### src/rtl/multi_channel_command_decoder_if.sv
// multi_channel_command_decoder_if: UART byte streams plus per-channel DDS word, set and enable bus.
interface multi_channel_command_decoder_if #(
  parameter int CHANNELS = 4,
  parameter int WIDTH    = 32
);
  logic                      received;
  logic [7:0]                rx_byte;
  logic                      tx_busy;
  logic                      transmit;
  logic [7:0]                tx_byte;
  logic [CHANNELS*WIDTH-1:0] m;
  logic [CHANNELS-1:0]       set;
  logic [CHANNELS-1:0]       en;
  logic                      err;
  modport master (output received, rx_byte, tx_busy, input transmit, tx_byte, m, set, en, err);
  modport slave  (input received, rx_byte, tx_busy, output transmit, tx_byte, m, set, en, err);
endinterface

### src/rtl/multi_channel_command_decoder.sv
// multi_channel_command_decoder: UART commands load a shadow word, commit it to DDS channels, and read channels back.
module multi_channel_command_decoder #(
  parameter int CHANNELS = 4,
  parameter int WIDTH    = 32,
  parameter int TIMEOUT  = 12000
) (
  input logic clk,
  input logic rst_n,
  multi_channel_command_decoder_if.slave bus
);
  localparam int NBYTES = WIDTH / 8;
  localparam int CW     = CHANNELS > 1 ? $clog2(CHANNELS) : 1;
  localparam int TW     = $clog2(TIMEOUT + 1);
  typedef enum logic [1:0] {IDLE, WAIT_DATA, TX_LOAD, TX_WAIT} state_t;
  state_t              state_q, state_d;
  logic [WIDTH-1:0]    words_q [CHANNELS];
  logic [WIDTH-1:0]    words_d [CHANNELS];
  logic [WIDTH-1:0]    shadow_q, shadow_d;
  logic [CHANNELS-1:0] en_q, en_d, set_q, set_d, sel;
  logic                err_q, err_d, transmit_q, transmit_d, guard_q, guard_d, ch_ok, byte_ok;
  logic [7:0]          tx_byte_q, tx_byte_d;
  logic [4:0]          idx_q, idx_d, cnt_q, cnt_d, arg;
  logic [CW-1:0]       ch_q, ch_d;
  logic [TW-1:0]       tmr_q, tmr_d;
  logic [2:0]          op;
  always_comb begin
    op         = bus.rx_byte[7:5];
    arg        = bus.rx_byte[4:0];
    sel        = op == 3'b101 ? '1 : CHANNELS'(1) << arg;
    ch_ok      = 32'(arg) < CHANNELS;
    byte_ok    = 32'(arg) < NBYTES;
    state_d    = state_q;
    words_d    = words_q;
    shadow_d   = shadow_q;
    en_d       = en_q;
    set_d      = '0;
    err_d      = 1'b0;
    transmit_d = 1'b0;
    tx_byte_d  = tx_byte_q;
    guard_d    = guard_q;
    idx_d      = idx_q;
    cnt_d      = cnt_q;
    ch_d       = ch_q;
    tmr_d      = tmr_q;
    case (state_q)
      IDLE: if (bus.received) begin
        case (op)
          3'b000: if (byte_ok) begin
            idx_d   = arg;
            tmr_d   = TW'(TIMEOUT);
            state_d = WAIT_DATA;
          end else err_d = 1'b1;
          3'b001, 3'b101: if (ch_ok || op[2]) begin
            for (int k = 0; k < CHANNELS; k++) words_d[k] = sel[k] ? shadow_q : words_q[k];
            set_d = sel;
          end else err_d = 1'b1;
          3'b010: if (ch_ok) en_d = en_q | sel; else err_d = 1'b1;
          3'b011: if (ch_ok) en_d = en_q & ~sel; else err_d = 1'b1;
          3'b100: if (ch_ok) begin
            ch_d    = CW'(arg);
            cnt_d   = '0;
            state_d = TX_LOAD;
          end else err_d = 1'b1;
          default: err_d = 1'b1;
        endcase
      end
      // a data byte landing on the expiry cycle still wins over the timeout
      WAIT_DATA: if (bus.received) begin
        shadow_d = (shadow_q & ~(WIDTH'(8'hFF) << {idx_q, 3'b000})) | (WIDTH'(bus.rx_byte) << {idx_q, 3'b000});
        state_d  = IDLE;
      end else if (tmr_q == '0) begin
        err_d   = 1'b1;
        state_d = IDLE;
      end else tmr_d = tmr_q - TW'(1);
      TX_LOAD: begin
        err_d = bus.received;
        if (!bus.tx_busy) begin
          transmit_d = 1'b1;
          tx_byte_d  = 8'(words_q[ch_q] >> {cnt_q, 3'b000});
          guard_d    = 1'b1;
          state_d    = TX_WAIT;
        end
      end
      // the UART raises tx_busy a cycle late, so the first TX_WAIT cycle ignores it
      TX_WAIT: begin
        err_d = bus.received;
        if (guard_q) guard_d = 1'b0;
        else if (!bus.tx_busy) begin
          if (32'(cnt_q) == NBYTES - 1) state_d = IDLE;
          else begin
            cnt_d   = cnt_q + 5'd1;
            state_d = TX_LOAD;
          end
        end
      end
      default: state_d = IDLE;
    endcase
  end
  always_ff @(posedge clk) begin
    if (!rst_n) begin
      state_q    <= IDLE;
      words_q    <= '{default: '0};
      shadow_q   <= '0;
      en_q       <= '0;
      set_q      <= '0;
      err_q      <= 1'b0;
      transmit_q <= 1'b0;
      tx_byte_q  <= '0;
      guard_q    <= 1'b0;
      idx_q      <= '0;
      cnt_q      <= '0;
      ch_q       <= '0;
      tmr_q      <= '0;
    end else begin
      state_q    <= state_d;
      words_q    <= words_d;
      shadow_q   <= shadow_d;
      en_q       <= en_d;
      set_q      <= set_d;
      err_q      <= err_d;
      transmit_q <= transmit_d;
      tx_byte_q  <= tx_byte_d;
      guard_q    <= guard_d;
      idx_q      <= idx_d;
      cnt_q      <= cnt_d;
      ch_q       <= ch_d;
      tmr_q      <= tmr_d;
    end
  end
  for (genvar g = 0; g < CHANNELS; g++) begin : g_m
    assign bus.m[g*WIDTH +: WIDTH] = words_q[g];
  end
  assign bus.set      = set_q;
  assign bus.en       = en_q;
  assign bus.err      = err_q;
  assign bus.transmit = transmit_q;
  assign bus.tx_byte  = tx_byte_q;
endmodule
### src/flat_wrapper.sv
// flat-port wrapper written by rule: the top's interface ports become plain ports
module multi_channel_command_decoder_flat 
#(
  parameter int CHANNELS = 4,
  parameter int WIDTH    = 32,
  parameter int TIMEOUT  = 12000
)
  (clk, rst_n, bus_received, bus_rx_byte, bus_tx_busy, bus_transmit, bus_tx_byte, bus_m, bus_set, bus_en, bus_err);
  multi_channel_command_decoder_if #(.CHANNELS(CHANNELS), .WIDTH(WIDTH)) bus_i ();
  input logic clk;
  input logic rst_n;
  input wire logic [$bits(bus_i.received)-1:0] bus_received;
  input wire logic [$bits(bus_i.rx_byte)-1:0] bus_rx_byte;
  input wire logic [$bits(bus_i.tx_busy)-1:0] bus_tx_busy;
  output wire logic [$bits(bus_i.transmit)-1:0] bus_transmit;
  output wire logic [$bits(bus_i.tx_byte)-1:0] bus_tx_byte;
  output wire logic [$bits(bus_i.m)-1:0] bus_m;
  output wire logic [$bits(bus_i.set)-1:0] bus_set;
  output wire logic [$bits(bus_i.en)-1:0] bus_en;
  output wire logic [$bits(bus_i.err)-1:0] bus_err;
  assign bus_i.received = bus_received;
  assign bus_i.rx_byte = bus_rx_byte;
  assign bus_i.tx_busy = bus_tx_busy;
  assign bus_transmit = bus_i.transmit;
  assign bus_tx_byte = bus_i.tx_byte;
  assign bus_m = bus_i.m;
  assign bus_set = bus_i.set;
  assign bus_en = bus_i.en;
  assign bus_err = bus_i.err;
  multi_channel_command_decoder #(.CHANNELS(CHANNELS), .WIDTH(WIDTH), .TIMEOUT(TIMEOUT)) u_core (.clk(clk), .rst_n(rst_n), .bus(bus_i));
endmodule
### config.mk
export PLATFORM = sky130hd
export DESIGN_NAME = multi_channel_command_decoder_flat
export DESIGN_NICKNAME = d
export VERILOG_FILES = /design/src/rtl/multi_channel_command_decoder_if.sv /design/src/rtl/multi_channel_command_decoder.sv /design/src/flat_wrapper.sv
export SDC_FILE = /design/constraint.sdc
export NUM_CORES = 1
export LEC_CHECK = 0
export CORE_ASPECT_RATIO = 1.2
export CORE_MARGIN = 1
export CORE_UTILIZATION = 40
export CTS_BUF_LIST = sky130_fd_sc_hd__clkbuf_4 sky130_fd_sc_hd__clkbuf_8
export CTS_CLUSTER_DIAMETER = 30
export DETAILED_ROUTE_END_ITERATION = 8
export DONT_BUFFER_PORTS = 1
export PLACE_DENSITY = 0.51
export REMOVE_ABC_BUFFERS = 1
export SYNTH_ARGS = -nofsm -noshare
export SYNTH_HDL_FRONTEND = slang
export SYNTH_SLANG_ARGS = --single-unit
### constraint.sdc
create_clock -name clk -period 5.62 [get_ports clk]
set_input_delay 1.124 -clock clk [delete_from_list [all_inputs] [get_ports clk]]
set_output_delay 1.124 -clock clk [all_outputs]
set_load 0.02 [all_outputs]
Word level (Yosys, flattened, before mapping)
Cells that the tools add are included.
{"block": "classes", "add_sub_neg": 2, "n_bitwise": 8, "reduce_logical": 26, "magnitude_cmp": 2, "n_eq_ne": 25, "muxes": 41, "n_mul": 0, "div_mod_pow": 0, "shifts": 4}
{"operator": "14-bit two-way mux", "count": 5}
{"operator": "32-bit binary-select mux with 2-bit select", "count": 1}
{"operator": "32-bit two-way mux", "count": 2}
{"operator": "32-bit bitwise AND", "count": 1}
{"operator": "32-bit NOT", "count": 1}
{"operator": "32-bit OR", "count": 1}
{"operator": "8-bit by 8-bit << shifter with 32-bit output", "count": 1}
{"operator": "8-bit by 8-bit << shifter with 32-bit output (first input constant)", "count": 1}
{"operator": "32-bit by 8-bit right shift with 8-bit output", "count": 1}
{"operator": "5-bit two-way mux", "count": 6}
{"operator": "5-bit AND reduction", "count": 6}
{"operator": "14-bit one-hot mux with 2 select lines", "count": 1}
{"operator": "2-bit two-way mux", "count": 9}
{"operator": "2-bit inequality test (second input constant)", "count": 9}
{"operator": "14-bit zero test", "count": 1}
{"operator": "14-bit by 1-bit subtractor with 14-bit output (second input constant)", "count": 1}
{"operator": "4-bit two-way mux", "count": 3}
{"operator": "5-bit one-hot mux with 2 select lines", "count": 1}
{"operator": "3-bit by 2-bit inequality test with 1-bit output (second input constant)", "count": 3}
{"operator": "2-bit one-hot mux with 4 select lines", "count": 1}
{"operator": "4-bit one-hot mux with 2 select lines", "count": 1}
{"operator": "2-bit AND reduction", "count": 4}
{"operator": "4-bit AND reduction", "count": 2}
{"operator": "8-bit AND reduction", "count": 1}
{"operator": "29 further kinds", "count": 45}
{"block": "totals", "inputBits": 12, "mem_count": 0, "latch_bits": 0, "mem_bits_ro": 0, "ramBits": 0, "reg_bits": 207}

Depth between registers and ports, before layout
{"block": "logic_depth", "depth_word": 6, "ltp_mapped": 7}

Worst setup path after synthesis
OpenSTA, ideal clock, no wires.
{"block": "synth_timing", "path_kind": "input to register", "from": "input bus_rx_byte[5]", "to": "register u_core.cnt_q[1]", "path_stages": 7, "t_arrival_ps": 2630, "slack_ps": 2920, "setup_time_ps": 71, "cell_sequence": "clkbuf_1 > or3b_2 > or3_1 > clkbuf_1 > buf_2 > a21o_1 > a21oi_1"}
{"block": "synth_via", "elab_chain_cells": 3}
{"item": "start, declared", "line": "flat_wrapper.sv:13", "rtl": "input wire logic [$bits(bus_i.rx_byte)-1:0] bus_rx_byte;"}
{"item": "3-bit equality test", "line": "multi_channel_command_decoder.sv:47", "rtl": "case (op)"}
{"item": "2-bit inequality test (no line)"}
{"item": "7-bit AND reduction (no line)"}
{"item": "end signal, assigned", "line": "multi_channel_command_decoder.sv:125", "rtl": "cnt_q <= cnt_d;"}
{"item": "end, declared", "line": "multi_channel_command_decoder.sv:22", "rtl": "logic [4:0] idx_q, idx_d, cnt_q, cnt_d, arg;"}
No other way between the ends.
A chain may end at the register's enable or synchronous reset.

Worst setup path after layout
{"block": "layout_timing", "from": "input bus_rx_byte[2]", "to": "register u_core.words_q, in the netlist u_core.bus.m[60]"}
{"block": "layout_via", "elab_chain_cells": 3}
{"item": "5-bit by 3-bit < comparator with 1-bit output / 1-bit by 5-bit << shifter with 4-bit output (equally long branches)", "line": "multi_channel_command_decoder.sv:30, multi_channel_command_decoder.sv:29"}
{"item": "1-bit logical OR / 4-bit two-way mux (equally long branches)", "line": "multi_channel_command_decoder.sv:53, multi_channel_command_decoder.sv:29"}
{"item": "5-bit AND reduction (no line) *"}
{"item": "end signal, assigned", "line": "multi_channel_command_decoder.sv:116", "rtl": "words_q <= words_d;"}
{"item": "end, declared", "line": "multi_channel_command_decoder.sv:16", "rtl": "logic [WIDTH-1:0] words_q [CHANNELS];"}
Mark *: on every way between the ends. The rest lies on a longest branch, timed or not.

==> metrics.cfg <==
[run_status]
status=finished with violations
violations=design-rule violations

[place]
dp_slack_ns=2.34
dp_hpwl_um=16600
place_congestion=0.809
numPortBuffers=0
place_inst=1085

[timing]
final_max_slew_viol_count=0
max_slew.worst_pin.slew_ns=1.19
fin_crit_sh_pct=48.5
slew_headroom_pct=20.6
hold_viol_final=0
timing.setup.tns_ns=0
period_minus_slack_ns=2.72
finalHoldWorstSlack_ns=0.461
setup_viol=0
skew_ns=0.0179
rsz0062_at_grt=false
setup_ws_ns=2.90
max_freq_ghz=0.367

[final_layout]
layout_commonest_cell=dfxtp_1
mostFrequentLayoutCells=dfxtp_1, nand2_1, mux2i_1, clkbuf_8, nor2_1
syn_to_final_growth_pct=12.0
drive_gt1_share_pct=15.0
nNetsFinal=868
final_cells=1156
fin_util_pct=45.7
fillerInstances=2017
n_antenna_cell=0

[critical_path]
path_buf_inv=0
crit_chain=or3_1, nor3b_1, o21a_2, mux2i_1
r2r_cells=5
cp_slowest_cell=o21a_2
slowest_delay_ns=0.96
r2r-start=u_core.state_q[1]
r2r_setup_slack_ns=2.98
worst_r2r_endpoint=u_core.bus.m[82]
crit_family=compound AO/OA/AOI/OAI gates
cp-start-kind=input port
critical_path_arrival_ns=3.15
crit_type=in -> reg
cp-end-kind=register
path_max_fanout=33
cp.required_ns=6.04

[floorplan]
initial_utilization_pct=40.8
coreArea_um2=21800
fp-row-count=59
ios=158
fp.dieW_um=138
die_area_um2=22800
die_height_um=165

[drt]
drtIter0Drc=394
drtAntennaViolNets=0
drcViolationCount=27
via_count=6490
drtPass1Iterations=7
vias_per_cell=5.61
wl_per_cell_um=21.2
wirelength_um=24500

[yosys]
avgSynthCellArea_um2=10.2
ys.warnings.count=0
synth.ff_latch_count=207
synth_edf_count=0
synthCells=871
synth_ff_type=dfxtp_1
synth_area_um2=8890
ys_seq_area_share_pct=46.6
ys_types=48
async_flop_share_pct=0

[clock_tree]
numCtsBuffers=40
clk-insertion-delay-late_ns=0.52
hold_buffers=0
htreeDepth=2
cts_tree=built
clk_pin_slew_worst_paths_ns=0.06
post-cts-setup-buffers=0
post_cts_resized=0
cts_max_path_buffers=3
clockRootBuffer=clkbuf_8
cts.sinks=207

[power]
combinationalPowerShare_pct=2.8
peakVddDrop_uv=204
power_switching_uw=696
internal-power_uw=2540
clockPowerShare_pct=51.3
seqPwrFrac_pct=45.9
power_density_nw_per_um2=325
swShare_pct=21.5
p_leak_uw=0.00347

[global_route]
grt_max_degree=181
grt_pass1_vias=6370
antenna_found_initial=0
overflow=0
grtUsageTotal_pct=21.3
grt_first_pass_wirelength_um=37400

[job]
drv_cap=0

[hold_path]
hold_depth=2
min_to=u_core.guard_q
hold_class=reg -> reg
min_from=u_core.guard_q

## Yosys cell counts (all sizes together), types with 4 or more instances
master | n | area, um2
mux2 | 8 | 90.1
and2 | 6 | 37.5
mux4 | 32 | 721
or4 | 8 | 60.1
buf | 25 | 121
a22oi | 8 | 60.1
clkbuf | 41 | 154
o31ai | 7 | 52.6
a31oi | 7 | 43.8
nand3 | 14 | 70.1
nor2 | 43 | 161
a2111o | 4 | 45.0
a21oi | 17 | 85.1
mux2i | 175 | 1750
o21ai | 16 | 80.1
nand2 | 177 | 664
nor3 | 7 | 35.0
dfxtp | 207 | 4140
or3 | 7 | 43.8
or3b | 4 | 35.0
inv | 7 | 26.3
nor4 | 4 | 31.3
## worst reg2reg max path: cells and delay by family (launching register included)
family	cells	cell delay, ns
AND/OR/NAND/NOR	3	1.40
multiplexers	1	0.26
flip-flops	1	0.47
buffers and inverters	1	0.45
## how the worst max path moves through the flow
| stage | start | endpoint | slack [ns] | cells after the start |
|---|---|---|---|---|
| 2_1_floorplan | bus_rx_byte[2] | u_core.bus.m[100] | 1.64 | 4 |
| 3_3_place_gp | bus_rx_byte[2] | u_core.bus.m[56] | 2.45 | 4 |
| 3_5_place_dp | bus_rx_byte[2] | u_core.bus.m[60] | 2.34 | 4 |
| 4_1_cts | bus_rx_byte[2] | u_core.bus.m[60] | 2.87 | 4 |
| 5_1_grt | bus_rx_byte[2] | u_core.bus.m[35] | 2.77 | 4 |
| 6_report | bus_rx_byte[2] | u_core.bus.m[60] | 2.90 | 4 |
## kinds of logic after synthesis
logic type / synth area share, %
DFF: 46.6
adders and majority gates: 0.422
AOI/OAI and AO/OA: 5.70
muxes: 28.8
and+or+nand+nor: 14.9
xor gates and xnor gates: 0.0985
buffers and inverters: 3.43
## sequential cells by signal (all words and copies together) (netlist names), named ones only
| signal | count |
|---|---|
| u_core.tmr_q | 14 |
| u_core.cnt_q | 5 |
| u_core.ch_q | 2 |
| u_core.idx_q | 5 |
| u_core.bus.set | 4 |
| u_core.bus.err | 1 |
| u_core.bus.tx_byte | 8 |
| u_core.bus.m | 128 |
| u_core.guard_q | 1 |
| u_core.shadow_q | 32 |
| u_core.state_q | 2 |
| u_core.bus.transmit | 1 |
## per-stage QoR
| stage | area, um2 | power (uW) |
|---|---|---|
| after floorplan | 8620 | 1580 |
| after CTS | 9960 | 3270 |
| after global placement | 9040 | 1610 |
| after detailed placement | 9040 | 1610 |
| after global routing | 9960 | 3350 |
| final | 9960 | 3230 |
## power groups by stage
stage / logic (uW) / clock network [uW] / registers, uW
2_1_floorplan: 70.1 / 0 / 1510
3_3_place_gp: 89.3 / 0 / 1520
3_5_place_dp: 91.0 / 0 / 1520
4_1_cts: 91.5 / 1700 / 1490
5_1_grt: 98.7 / 1770 / 1490
6_report: 90.5 / 1660 / 1490
## final cells by class
cell class	instances	area [um2]	share of cell area, %
flip-flops and latches	207	4150	41.6
clock inverters	10	136	1.37
repair buffers	6	45.0	0.452
well taps	274	343	3.44
multi-input cells	590	4480	44.9
inverters	8	30.0	0.301
clock buffers	61	783	7.86
## routing by layer
metal  vias up  track usage [%]  share of wire, %  wire length, um
met4         0             9.09               3.1              766
met3        41             6.81               7.5             1850
met1      3189             24.5                40             9730
met2       190             36.6                50            12200
met5         -                0                 0                0
li1       3070                -                 -                -
Power figures use the tool's default switching activity.
